## src/rtl/ccastles_pkg.sv

```systemverilog
// Shared Crystal Castles definitions.
// Quadrature phase table, step directions and accumulator limits.
package ccastles_pkg;

  localparam logic [1:0] QUAD_PHASE [4] = '{2'b00, 2'b10, 2'b11, 2'b01};

  typedef enum logic [1:0] {
    POS,
    NEG,
    NONE
  } step_dir_t;

  // Symmetric limit so that negation never overflows
  function automatic int acc_max(input int w);
    return (1 << (w - 1)) - 1;
  endfunction

endpackage

```

## src/rtl/quad_axis.sv

```systemverilog
// One trackball axis.
// Pending-step accumulator with saturation, quadrature phase and A/B outputs.
module quad_axis
  import ccastles_pkg::*;
#(
  parameter int ACC_W = 10,
  parameter bit INV   = 1'b0
) (
  input  logic       clk,
  input  logic       reset_n,
  input  logic       tick,
  input  logic       strobe,
  input  logic [8:0] d,
  input  logic       flush,
  output logic       a,
  output logic       b,
  output logic       nz
);

  localparam int SW = ACC_W + 2;
  localparam logic signed [SW-1:0] MAX = SW'(acc_max(ACC_W));
  localparam logic signed [SW-1:0] MIN = -MAX;

  logic signed [ACC_W-1:0] acc;
  logic signed [ACC_W-1:0] acc_nxt;
  logic [1:0] p;
  logic [1:0] p_nxt;
  step_dir_t dir;
  logic signed [SW-1:0] dw;
  logic signed [SW-1:0] sv;
  logic signed [SW-1:0] sum;

  always_comb begin
    dir = NONE;
    if (tick && !flush) begin
      if (acc > 0)      dir = POS;
      else if (acc < 0) dir = NEG;
    end
  end

  // Widened so that negating -256 cannot wrap
  always_comb begin
    dw = {{(SW-9){d[8]}}, d};
    if (INV) dw = -dw;
    sv = '0;
    unique case (1'b1)
      dir == POS: sv = SW'(1);
      dir == NEG: sv = -SW'(1);
      default:    sv = '0;
    endcase
    sum = {{2{acc[ACC_W-1]}}, acc} + dw - sv;
  end

  always_comb begin
    acc_nxt = acc;
    p_nxt   = p;
    if (flush) begin
      acc_nxt = '0;
    end else begin
      if (dir == POS)      p_nxt = p + 2'd1;
      else if (dir == NEG) p_nxt = p - 2'd1;
      if (strobe) begin
        if (sum > MAX)      acc_nxt = MAX[ACC_W-1:0];
        else if (sum < MIN) acc_nxt = MIN[ACC_W-1:0];
        else                acc_nxt = sum[ACC_W-1:0];
      end else if (dir == POS) begin
        acc_nxt = acc - ACC_W'(1);
      end else if (dir == NEG) begin
        acc_nxt = acc + ACC_W'(1);
      end
    end
    nz = (acc_nxt != '0);
  end

  always_ff @(posedge clk or negedge reset_n) begin
    if (!reset_n) begin
      acc    <= '0;
      p      <= 2'd0;
      {a, b} <= 2'b00;
    end else begin
      acc    <= acc_nxt;
      p      <= p_nxt;
      {a, b} <= QUAD_PHASE[p_nxt];
    end
  end

endmodule

```

## src/rtl/quad_trackball_gen.sv

```systemverilog
// Trackball emulator: mouse deltas in, paced quadrature edges out.
// Holds the shared step divider, the busy flag and one quad_axis per axis.
module quad_trackball_gen
  import ccastles_pkg::*;
#(
  parameter int STEP_DIV = 2500,
  parameter int ACC_W    = 10,
  parameter bit INV_X    = 1'b0,
  parameter bit INV_Y    = 1'b0
) (
  input  logic       clk,
  input  logic       reset_n,
  input  logic       strobe,
  input  logic [8:0] dx,
  input  logic [8:0] dy,
  input  logic       flush,
  output logic       xa,
  output logic       xb,
  output logic       ya,
  output logic       yb,
  output logic       busy
);

  localparam int CW = (STEP_DIV > 1) ? $clog2(STEP_DIV) : 1;
  localparam logic [CW-1:0] LAST = CW'(STEP_DIV - 1);

  logic [CW-1:0] cnt;
  logic tick;
  logic nz_x;
  logic nz_y;

  assign tick = (cnt == LAST);

  always_ff @(posedge clk or negedge reset_n) begin
    if (!reset_n) begin
      cnt  <= '0;
      busy <= 1'b0;
    end else begin
      cnt  <= tick ? '0 : cnt + CW'(1);
      busy <= nz_x | nz_y;
    end
  end

  quad_axis #(
    .ACC_W(ACC_W),
    .INV  (INV_X)
  ) u_x (
    .clk    (clk),
    .reset_n(reset_n),
    .tick   (tick),
    .strobe (strobe),
    .d      (dx),
    .flush  (flush),
    .a      (xa),
    .b      (xb),
    .nz     (nz_x)
  );

  quad_axis #(
    .ACC_W(ACC_W),
    .INV  (INV_Y)
  ) u_y (
    .clk    (clk),
    .reset_n(reset_n),
    .tick   (tick),
    .strobe (strobe),
    .d      (dy),
    .flush  (flush),
    .a      (ya),
    .b      (yb),
    .nz     (nz_y)
  );

endmodule
```

## config.mk

```make
export PLATFORM = sky130hd
export DESIGN_NAME = quad_trackball_gen
export DESIGN_NICKNAME = d
export VERILOG_FILES = /design/src/rtl/ccastles_pkg.sv /design/src/rtl/quad_axis.sv /design/src/rtl/quad_trackball_gen.sv
export SDC_FILE = /design/constraint.sdc
export NUM_CORES = 1
export LEC_CHECK = 0
export CAP_MARGIN = 20
export CORE_AREA = 2 2 110 112
export DETAILED_ROUTE_END_ITERATION = 8
export DIE_AREA = 0 0 112 114
export DONT_BUFFER_PORTS = 1
export MAX_ROUTING_LAYER = met4
export PLACE_DENSITY = 0.57
export SLEW_MARGIN = 20
export SYNTH_ARGS = -nofsm -noshare
export SYNTH_HDL_FRONTEND = slang
export SYNTH_SLANG_ARGS = --single-unit
```

## constraint.sdc

```tcl
create_clock -name clk -period 5.3 [get_ports clk]
set_clock_uncertainty 0.15 [all_clocks]
set_input_delay 0.265 -clock clk [delete_from_list [all_inputs] [get_ports clk]]
set_output_delay 0.265 -clock clk [all_outputs]
set_load 0.02 [all_outputs]
```

==> implementation parameters, run 1 <==
Parameter                              Value

Floorplan
  Die Ht ... 114 microns
  Placement row count ... 40
  Starting Density ... 0.401
  Chip width ... 112 microns
  Total die area ... 12800 sq um
  Placeable Area ... 11700 sq um
  Boundary pin count ... 27

Status
  Violated checks ... setup timing
  Result of the run ... complete, but fails checks

Synth
  Number of synthesized flops with an enable pin ... 0
  Number of synthesized register bits ... 39
  Async S/R FF share, synth ... 1.00
  Top FF cell, synth ... sky130_fd_sc_hd__dfrtp_1
  Sequential area share after synthesis ... 0.208
  Cell area after technology mapping ... 4690 sq um
  Mean instance size in the synthesized netlist ... 8.32 sq um
  Number of library cell types mapped by synthesis ... 74
  Total nets after synthesis ... 639
  Synthesized instance count ... 564
  Syn. warnings ... 0

CTS
  Clk sinks ... 39
  Clk slew on worst S/H paths ... 70 ps
  Library cell used as clock root buffer ... sky130_fd_sc_hd__clkbuf_16
  CTS buffer count ... 5
  Number of H-tree branching levels ... 2
  CTS tree ... built
  Maximum buffer depth of the clock tree ... 2
  Skew-Pair Late Insertion Delay ... 290 ps

Global routing
  Global-route wire length before repair ... 22300 microns
  Pin count of the biggest net entering global routing ... 40
  Total gr overflow ... 0
  GR Util All Layers ... 0.214
  Antenna violations before repair ... 0
  Number of global-route vias before repair ... 4721

Finish
  Layout Cells excl Fill ... 827
  Post-layout nets ... 754
  Layout cell share with drive strength beyond 1 ... 0.281
  Leading cell types in the layout, fill and taps excluded ... 120 x sky130_fd_sc_hd__buf_4, 44 x sky130_fd_sc_hd__ha_1, 39 x sky130_fd_sc_hd__nor2_1
  Number of diodes ... 0
  Leading cell type in the layout, fill and taps excluded ... sky130_fd_sc_hd__buf_4
  Share of the core filled with cells ... 0.521
  Area grow syn2layout ... 29.9%

Pwr
  Power Dens Cells ... 784 nW/um^2
  Standby leakage power ... 2.75 nW
  Cell-internal power ... 2.57 mW
  NetSw ... 2.21 mW
  Sw Share ... 0.462
  Peak VDD IR ... 0.430 mV
  Relative contribution of the clock network to total power ... 0.073
  Gate power share ... 0.827
  Share of total power in sequential cells ... 0.100

Hold path
  Class of the tightest hold or removal check ... input port to flop
  Hold Path End ... u_y.acc[7]
  Cell count of the worst hold path ... 2
  Hold Startpoint ... flush

Detailed routing
  DR WL/cell ... 15.8 microns
  Vias per std cell ... 5.58
  DRC violation count after routing ... 0
  Total wirelength of the detailed-routed design ... 13000 microns
  Iteration count of the initial detailed-routing pass ... 5
  Final ANT Viol Nets ... 0
  Via count ... 4614
  Number of violations reported at the end of detailed-routing iteration 0 ... 191

STA
  Max-slew headroom at the worst pin ... 0.456
  Top achievable clock speed ... 183 MHz
  Shortest period the worst path allows ... 5470 ps
  Worst hold slack after final layout ... 8.97 ps
  Final max-slew violation count ... 0
  Worst path setup slack after routing ... -171 ps
  Final setup violating endpoints ... 1
  Number of failing hold endpoints at the final stage ... 0
  Slew at the pin closest to its max-slew limit ... 809 ps
  Share of the clock period used by the worst path ... 1.03
  RSZ-0062 raised after global routing ... true

Setup path
  Origin of the worst setup path ... u_y.acc[0]
  Critical path fanouts, max ... 8
  Required time of the critical path ... 5310 ps
  Path type of the worst setup path ... flop to flop
  Setup slack on the worst flop-to-flop path ... -170 ps
  Reg2reg end ... busy
  Critical Path Start Type ... flop
  Launching point of the worst reg2reg path ... u_y.acc[0]
  Cell count of the worst reg-to-reg path ... 19
  Data arrival, critical path ... 5480 ps
  Type of element capturing the critical path ... flop

Placed design
  Final RePlAce weighted congestion ... 0.937
  HPWL after DPL ... 10200 microns
  Number of cells in the design after placement ... 802
  Quantity of I/O buffers inserted on ports ... 0

Run
  Number of maximum-capacitance violations ... 0
==> power by group through the flow <==
stage	clock [mW]	combinational [mW]	sequential [mW]
final	0.349	3.95	0.479
after global routing	0.369	4.34	0.488
after CTS	0.354	3.79	0.479
after detailed placement	0	3.58	0.480
after global placement	0	3.53	0.477
after floorplan	0	2.29	0.456
==> worst max path at each step <==
| stage | end | slack (ps) | cells past startpoint |
|---|---|---|---|
| finish | busy | -170 | 19 |
| global route | busy | -460 | 25 |
| CTS | busy | -200 | 25 |
| detailed placement | busy | -490 | 24 |
| global placement | busy | -320 | 24 |
| floorplan | busy | 1 | 24 |
==> stage by stage <==
| step | setup TNS [ps] | total power, mW | area [sq um] | worst slack [ps] |
|---|---|---|---|---|
| after global placement | -320 | 4.01 | 5640 | -320 |
| after detailed placement | -494 | 4.05 | 5640 | -494 |
| after global routing | -464 | 5.20 | 6100 | -464 |
| final | -171 | 4.78 | 6100 | -171 |
| after CTS | -204 | 4.62 | 6010 | -204 |
| after floorplan | 0 | 2.75 | 4790 | 1.27 |
==> synth_stat cells, drive strengths merged, types with 4 or more instances <==
master   count  area (sq um)
a211o        4          37.5
a211oi      10          90.1
a21o        17           128
a21oi       35           175
a22oi        4          30.0
a31oi       11          68.8
and2        11          71.3
and3         8          53.8
clkbuf      14          92.6
dfrtp       39           976
fa           4          80.1
ha          49           613
inv         36           135
nand2       33           124
nand2b      11          68.8
nand3       25           125
nand4        8          50.1
nor2        39           146
nor2b       13          81.3
nor3        14          81.3
nor4         8          65.1
o2111ai      5          43.8
o211ai       7          52.6
o21a        10          75.1
o21ai       25           136
o22ai        5          31.3
o31ai        4          30.0
or4          6          48.8
or4b         4          43.8
xnor2       35           307
xor2        24           210
==> cell families after synthesis <==
family | Yosys count | synth area share
and+or+nand+nor | 195 | 0.229
AOI/OAI and AO/OA | 163 | 0.244
xor gates and xnor gates | 59 | 0.110
buffers and inverters | 54 | 0.0592
adders and majority gates | 53 | 0.148
DFF | 39 | 0.208
muxes | 1 | 0.00213
==> state kept, by name (all words and copies together), names as in the netlist <==
signal and cells:
u_x.acc 10, u_x.b 1, u_x.a 1, u_y.b 1, busy 1, u_y.p 1, u_x.p 1, cnt 12
u_y.acc 10, u_y.a 1
==> repair_timing <==
action | in CTS | in global routing
setup buffers | 12 | 1
hold buffers | 4 | 0
endpoints found under the hold margin | 49 | 0
resized for setup | 18 | 16
pin swaps | 25 | 9
endpoints found under the setup margin | 1 | 2
==> per-layer routing <==
metal | global-route usage | vias up | part of all wire | wire length [microns]
met2 | 0.375 | 91 | 0.50 | 6490
met3 | 0.0234 | 12 | 0.027 | 358
met4 | 0.0488 | 0 | 0.011 | 146
li1 | - | 2307 | - | -
met1 | 0.269 | 2204 | 0.46 | 6050
met5 | - | - | 0 | 0
==> layout make-up <==
type,instances,area (sq um)
repair buffers,125,962
clock inverters,3,43.8
flip-flops and latches,39,977
inverters,37,139
fillers,1123,5620
clock buffers,5,125
multi-input cells,471,3660
well taps,147,184
==> critical path: stages (launching register included) <==
cell and delay [ps]:
sky130_fd_sc_hd__dfrtp_2 420, sky130_fd_sc_hd__buf_4 130, sky130_fd_sc_hd__buf_4 160, sky130_fd_sc_hd__inv_1 80, sky130_fd_sc_hd__ha_1 180, sky130_fd_sc_hd__nor4b_4 240
sky130_fd_sc_hd__nand2_1 100, sky130_fd_sc_hd__o21a_1 240, sky130_fd_sc_hd__ha_2 210, sky130_fd_sc_hd__fa_1 410, sky130_fd_sc_hd__nor2b_2 170, sky130_fd_sc_hd__o22ai_1 110
sky130_fd_sc_hd__xor2_1 180, sky130_fd_sc_hd__or3b_4 420, sky130_fd_sc_hd__nor4_4 320, sky130_fd_sc_hd__a311oi_2 180, sky130_fd_sc_hd__o221a_2 180, sky130_fd_sc_hd__or4b_4 550
sky130_fd_sc_hd__or4_1 520, sky130_fd_sc_hd__or4_1 400
(Power assumes the default switching activity.)
==> run 2, diff against run 1 <==
--- a/config.mk
+++ b/config.mk
@@ -6,12 +6,12 @@
 export NUM_CORES = 1
 export LEC_CHECK = 0
 export CAP_MARGIN = 20
-export CORE_AREA = 2 2 110 112
+export CORE_AREA = 2 2 102 104
 export DETAILED_ROUTE_END_ITERATION = 8
-export DIE_AREA = 0 0 112 114
+export DIE_AREA = 0 0 104 106
 export DONT_BUFFER_PORTS = 1
 export MAX_ROUTING_LAYER = met4
-export PLACE_DENSITY = 0.57
+export PLACE_DENSITY = 0.65
 export SLEW_MARGIN = 20
 export SYNTH_ARGS = -nofsm -noshare
 export SYNTH_HDL_FRONTEND = slang
==> implementation parameters, run 2 (synthesis results as in run 1) <==
Parameter                              Value

Status
  Result of the run ... complete, but fails checks (unchanged)
  Violated checks ... setup timing (unchanged)

Detailed routing
  Total wirelength of the detailed-routed design ... 13500 microns (was 13000 microns)
  DRC violation count after routing ... 0 (unchanged)
  Number of violations reported at the end of detailed-routing iteration 0 ... 321 (was 191)
  DR WL/cell ... 16.5 microns (was 15.8 microns)
  Iteration count of the initial detailed-routing pass ... 5 (unchanged)
  Vias per std cell ... 5.88 (was 5.58)
  Final ANT Viol Nets ... 0 (unchanged)
  Via count ... 4801 (was 4614)

Setup path
  Required time of the critical path ... 5330 ps (was 5310 ps)
  Type of element capturing the critical path ... flop (unchanged)
  Cell count of the worst reg-to-reg path ... 26 (was 19)
  Launching point of the worst reg2reg path ... u_y.acc[0] (unchanged)
  Critical Path Start Type ... flop (unchanged)
  Data arrival, critical path ... 5510 ps (was 5480 ps)
  Path type of the worst setup path ... flop to flop (unchanged)
  Origin of the worst setup path ... u_y.acc[0] (unchanged)
  Critical path fanouts, max ... 3 (was 8)

Finish
  Leading cell type in the layout, fill and taps excluded ... sky130_fd_sc_hd__buf_4 (unchanged)
  Post-layout nets ... 755 (was 754)
  Largest registers ... cnt: 12 flops, u_x.acc: 10 flops, u_y.acc: 10 flops (unchanged)
  Largest register FFs ... 12 (unchanged)
  Area grow syn2layout ... 29.7% (was 29.9%)
  Count of fill cells added during filler insertion ... 901 (was 1123)
  Layout cell share with drive strength beyond 1 ... 0.292 (was 0.281)
  Register bank with the most flops ... cnt (unchanged)
  Number of diodes ... 0 (unchanged)
  Leading cell types in the layout, fill and taps excluded ... 121 x sky130_fd_sc_hd__buf_4, 42 x sky130_fd_sc_hd__ha_1, 39 x sky130_fd_sc_hd__nor2_1 (was 120 x sky130_fd_sc_hd__buf_4, 44 x sky130_fd_sc_hd__ha_1, 39 x sky130_fd_sc_hd__nor2_1)

Pwr
  Cell-internal power ... 2.57 mW (about the same)
  Peak VDD IR ... 0.700 mV (was 0.430 mV)
  Gate power share ... 0.839 (was 0.827)
  Power Dens Cells ... 797 nW/um^2 (was 784 nW/um^2)
  Tot Pwr ... 4.85 mW (was 4.78 mW)
  Sw Share ... 0.471 (was 0.462)
  Relative contribution of the clock network to total power ... 0.063 (was 0.073)
  Share of total power in sequential cells ... 0.098 (was 0.100)
  Standby leakage power ... 2.76 nW (was 2.75 nW)
  NetSw ... 2.28 mW (was 2.21 mW)

CTS
  Clk slew on worst S/H paths ... 80 ps (was 70 ps)
  Skew-Pair Late Insertion Delay ... 310 ps (was 290 ps)
  CTS buffer count ... 5 (unchanged)
  CTS tree ... built (unchanged)
  Maximum buffer depth of the clock tree ... 2 (unchanged)
  Number of H-tree branching levels ... 2 (unchanged)
  Library cell used as clock root buffer ... sky130_fd_sc_hd__clkbuf_8 (was sky130_fd_sc_hd__clkbuf_16)
  Clk sinks ... 39 (unchanged)

Global routing
  Number of global-route vias before repair ... 4712 (was 4721)
  GR Util All Layers ... 0.249 (was 0.214)
  Antenna violations before repair ... 0 (unchanged)
  Pin count of the biggest net entering global routing ... 40 (unchanged)
  Global-route wire length before repair ... 22100 microns (was 22300 microns)
  Total gr overflow ... 0 (unchanged)

Run
  Number of maximum-capacitance violations ... 0 (unchanged)

Hold path
  Hold Startpoint ... flush (unchanged)
  Class of the tightest hold or removal check ... input port to flop (unchanged)
  Cell count of the worst hold path ... 2 (unchanged)

Floorplan
  Starting Density ... 0.469 (was 0.401)
  Placement row count ... 37 (was 40)
  Total die area ... 11000 sq um (was 12800 sq um)
  Chip width ... 104 microns (was 112 microns)
  Die Ht ... 106 microns (was 114 microns)
  Boundary pin count ... 27 (unchanged)
  Placeable Area ... 10000 sq um (was 11700 sq um)

STA
  Final setup violating endpoints ... 1 (unchanged)
  RSZ-0062 raised after global routing ... true (unchanged)
  Top achievable clock speed ... 182 MHz (was 183 MHz)
  Number of failing hold endpoints at the final stage ... 0 (unchanged)
  Shortest period the worst path allows ... 5480 ps (was 5470 ps)
  Worst path setup slack after routing ... -184 ps (was -171 ps)
  Worst hold slack after final layout ... 29.7 ps (was 8.97 ps)
  Final max-slew violation count ... 0 (unchanged)
  Share of the clock period used by the worst path ... 1.03 (about the same)
  Slew at the pin closest to its max-slew limit ... 812 ps (was 809 ps)
  Max-slew headroom at the worst pin ... 0.454 (was 0.456)

Placed design
  Final RePlAce weighted congestion ... 0.927 (was 0.937)
  Quantity of I/O buffers inserted on ports ... 0 (unchanged)
  HPWL after DPL ... 10200 microns (about the same)
==> run 2: per-stage QoR <==
step / util / instance area [sq um] / instances / TNS, ps / setup WS (ps)
2_1_floorplan: - / 4790 / 564 / 0 / 1.27
3_3_place_gp: 0.561 / 5610 / 789 / -148 / -148
3_5_place_dp: 0.561 / 5610 / 789 / -313 / -313
4_1_cts: 0.594 / 5940 / 812 / -182 / -182
5_1_grt: 0.609 / 6090 / 817 / -442 / -442
6_report: 0.609 / 6090 / 817 / -184 / -184
==> run 2: area by class of cell <==
class | instances | area [sq um] | share of cell area
Sequential cell | 39 | 977 | 0.161
Clock buffer | 6 | 72.6 | 0.0119
Inverter | 37 | 139 | 0.0228
Multi-Input combinational cell | 471 | 3700 | 0.608
Tap cell | 136 | 170 | 0.0279
Timing Repair Buffer | 126 | 970 | 0.159
Clock inverter | 2 | 60.1 | 0.00986
==> run 2: final timing paths <==
path	end	slack, ps
worst max-delay path	busy	-180
worst min-delay path	u_y.acc[5]	30
worst max register to register	busy	-180
worst min register to register	cnt[4]	360
max in group asynchronous	u_y.acc[0]	4490
min in group asynchronous	cnt[5]	300
==> run 2: metal layers <==
| layer | routed length, microns | share of wire | up-vias | global-route usage |
|---|---|---|---|---|
| li1 | - | - | 2310 | - |
| met1 | 5690 | 0.42 | 2307 | 0.302 |
| met2 | 6690 | 0.50 | 150 | 0.430 |
| met3 | 627 | 0.047 | 34 | 0.0319 |
| met4 | 456 | 0.034 | 0 | 0.0878 |
| met5 | 0 | 0 | - | - |
==> run 2: repair_timing <==
item                                   in CTS  in global routing
gates resized for setup                    17                 27
setup buffers                              11                  5
endpoints found under the hold margin      50                  0
hold buffers                                4                  0
pin swaps                                  22                 19
setup endpoints to repair                   1                  2
==> run 2: critical path: stages (launching register included) <==
cell                       delay [ps]
sky130_fd_sc_hd__dfrtp_2          390
sky130_fd_sc_hd__ha_4             140
sky130_fd_sc_hd__inv_2             30
sky130_fd_sc_hd__fa_2             330
sky130_fd_sc_hd__inv_1             80
sky130_fd_sc_hd__a21oi_2           60
sky130_fd_sc_hd__o21ai_2          120
sky130_fd_sc_hd__and2_1           160
sky130_fd_sc_hd__o21ai_1           60
sky130_fd_sc_hd__nand2b_1         100
sky130_fd_sc_hd__a21o_1           140
sky130_fd_sc_hd__a21oi_2           70
sky130_fd_sc_hd__buf_4            130
sky130_fd_sc_hd__o211ai_1         150
sky130_fd_sc_hd__o21ai_1           90
sky130_fd_sc_hd__ha_1             360
sky130_fd_sc_hd__nand2b_4         150
sky130_fd_sc_hd__o21ai_2           50
sky130_fd_sc_hd__a211oi_2         200
sky130_fd_sc_hd__o211ai_1         230
sky130_fd_sc_hd__buf_4            220
sky130_fd_sc_hd__a211oi_4         210
sky130_fd_sc_hd__a311oi_2          90
sky130_fd_sc_hd__o221a_2          190
sky130_fd_sc_hd__or4b_4           520
sky130_fd_sc_hd__or4_4            490
sky130_fd_sc_hd__or4_4            420
==> run 2: power groups by stage <==
stage	Clock [mW]	Sequential (mW)	Combinational, mW
floorplan	0	0.456	2.29
global placement	0	0.472	3.48
detailed placement	0	0.475	3.56
CTS	0.306	0.470	3.80
global route	0.318	0.485	4.45
finish	0.307	0.475	4.07
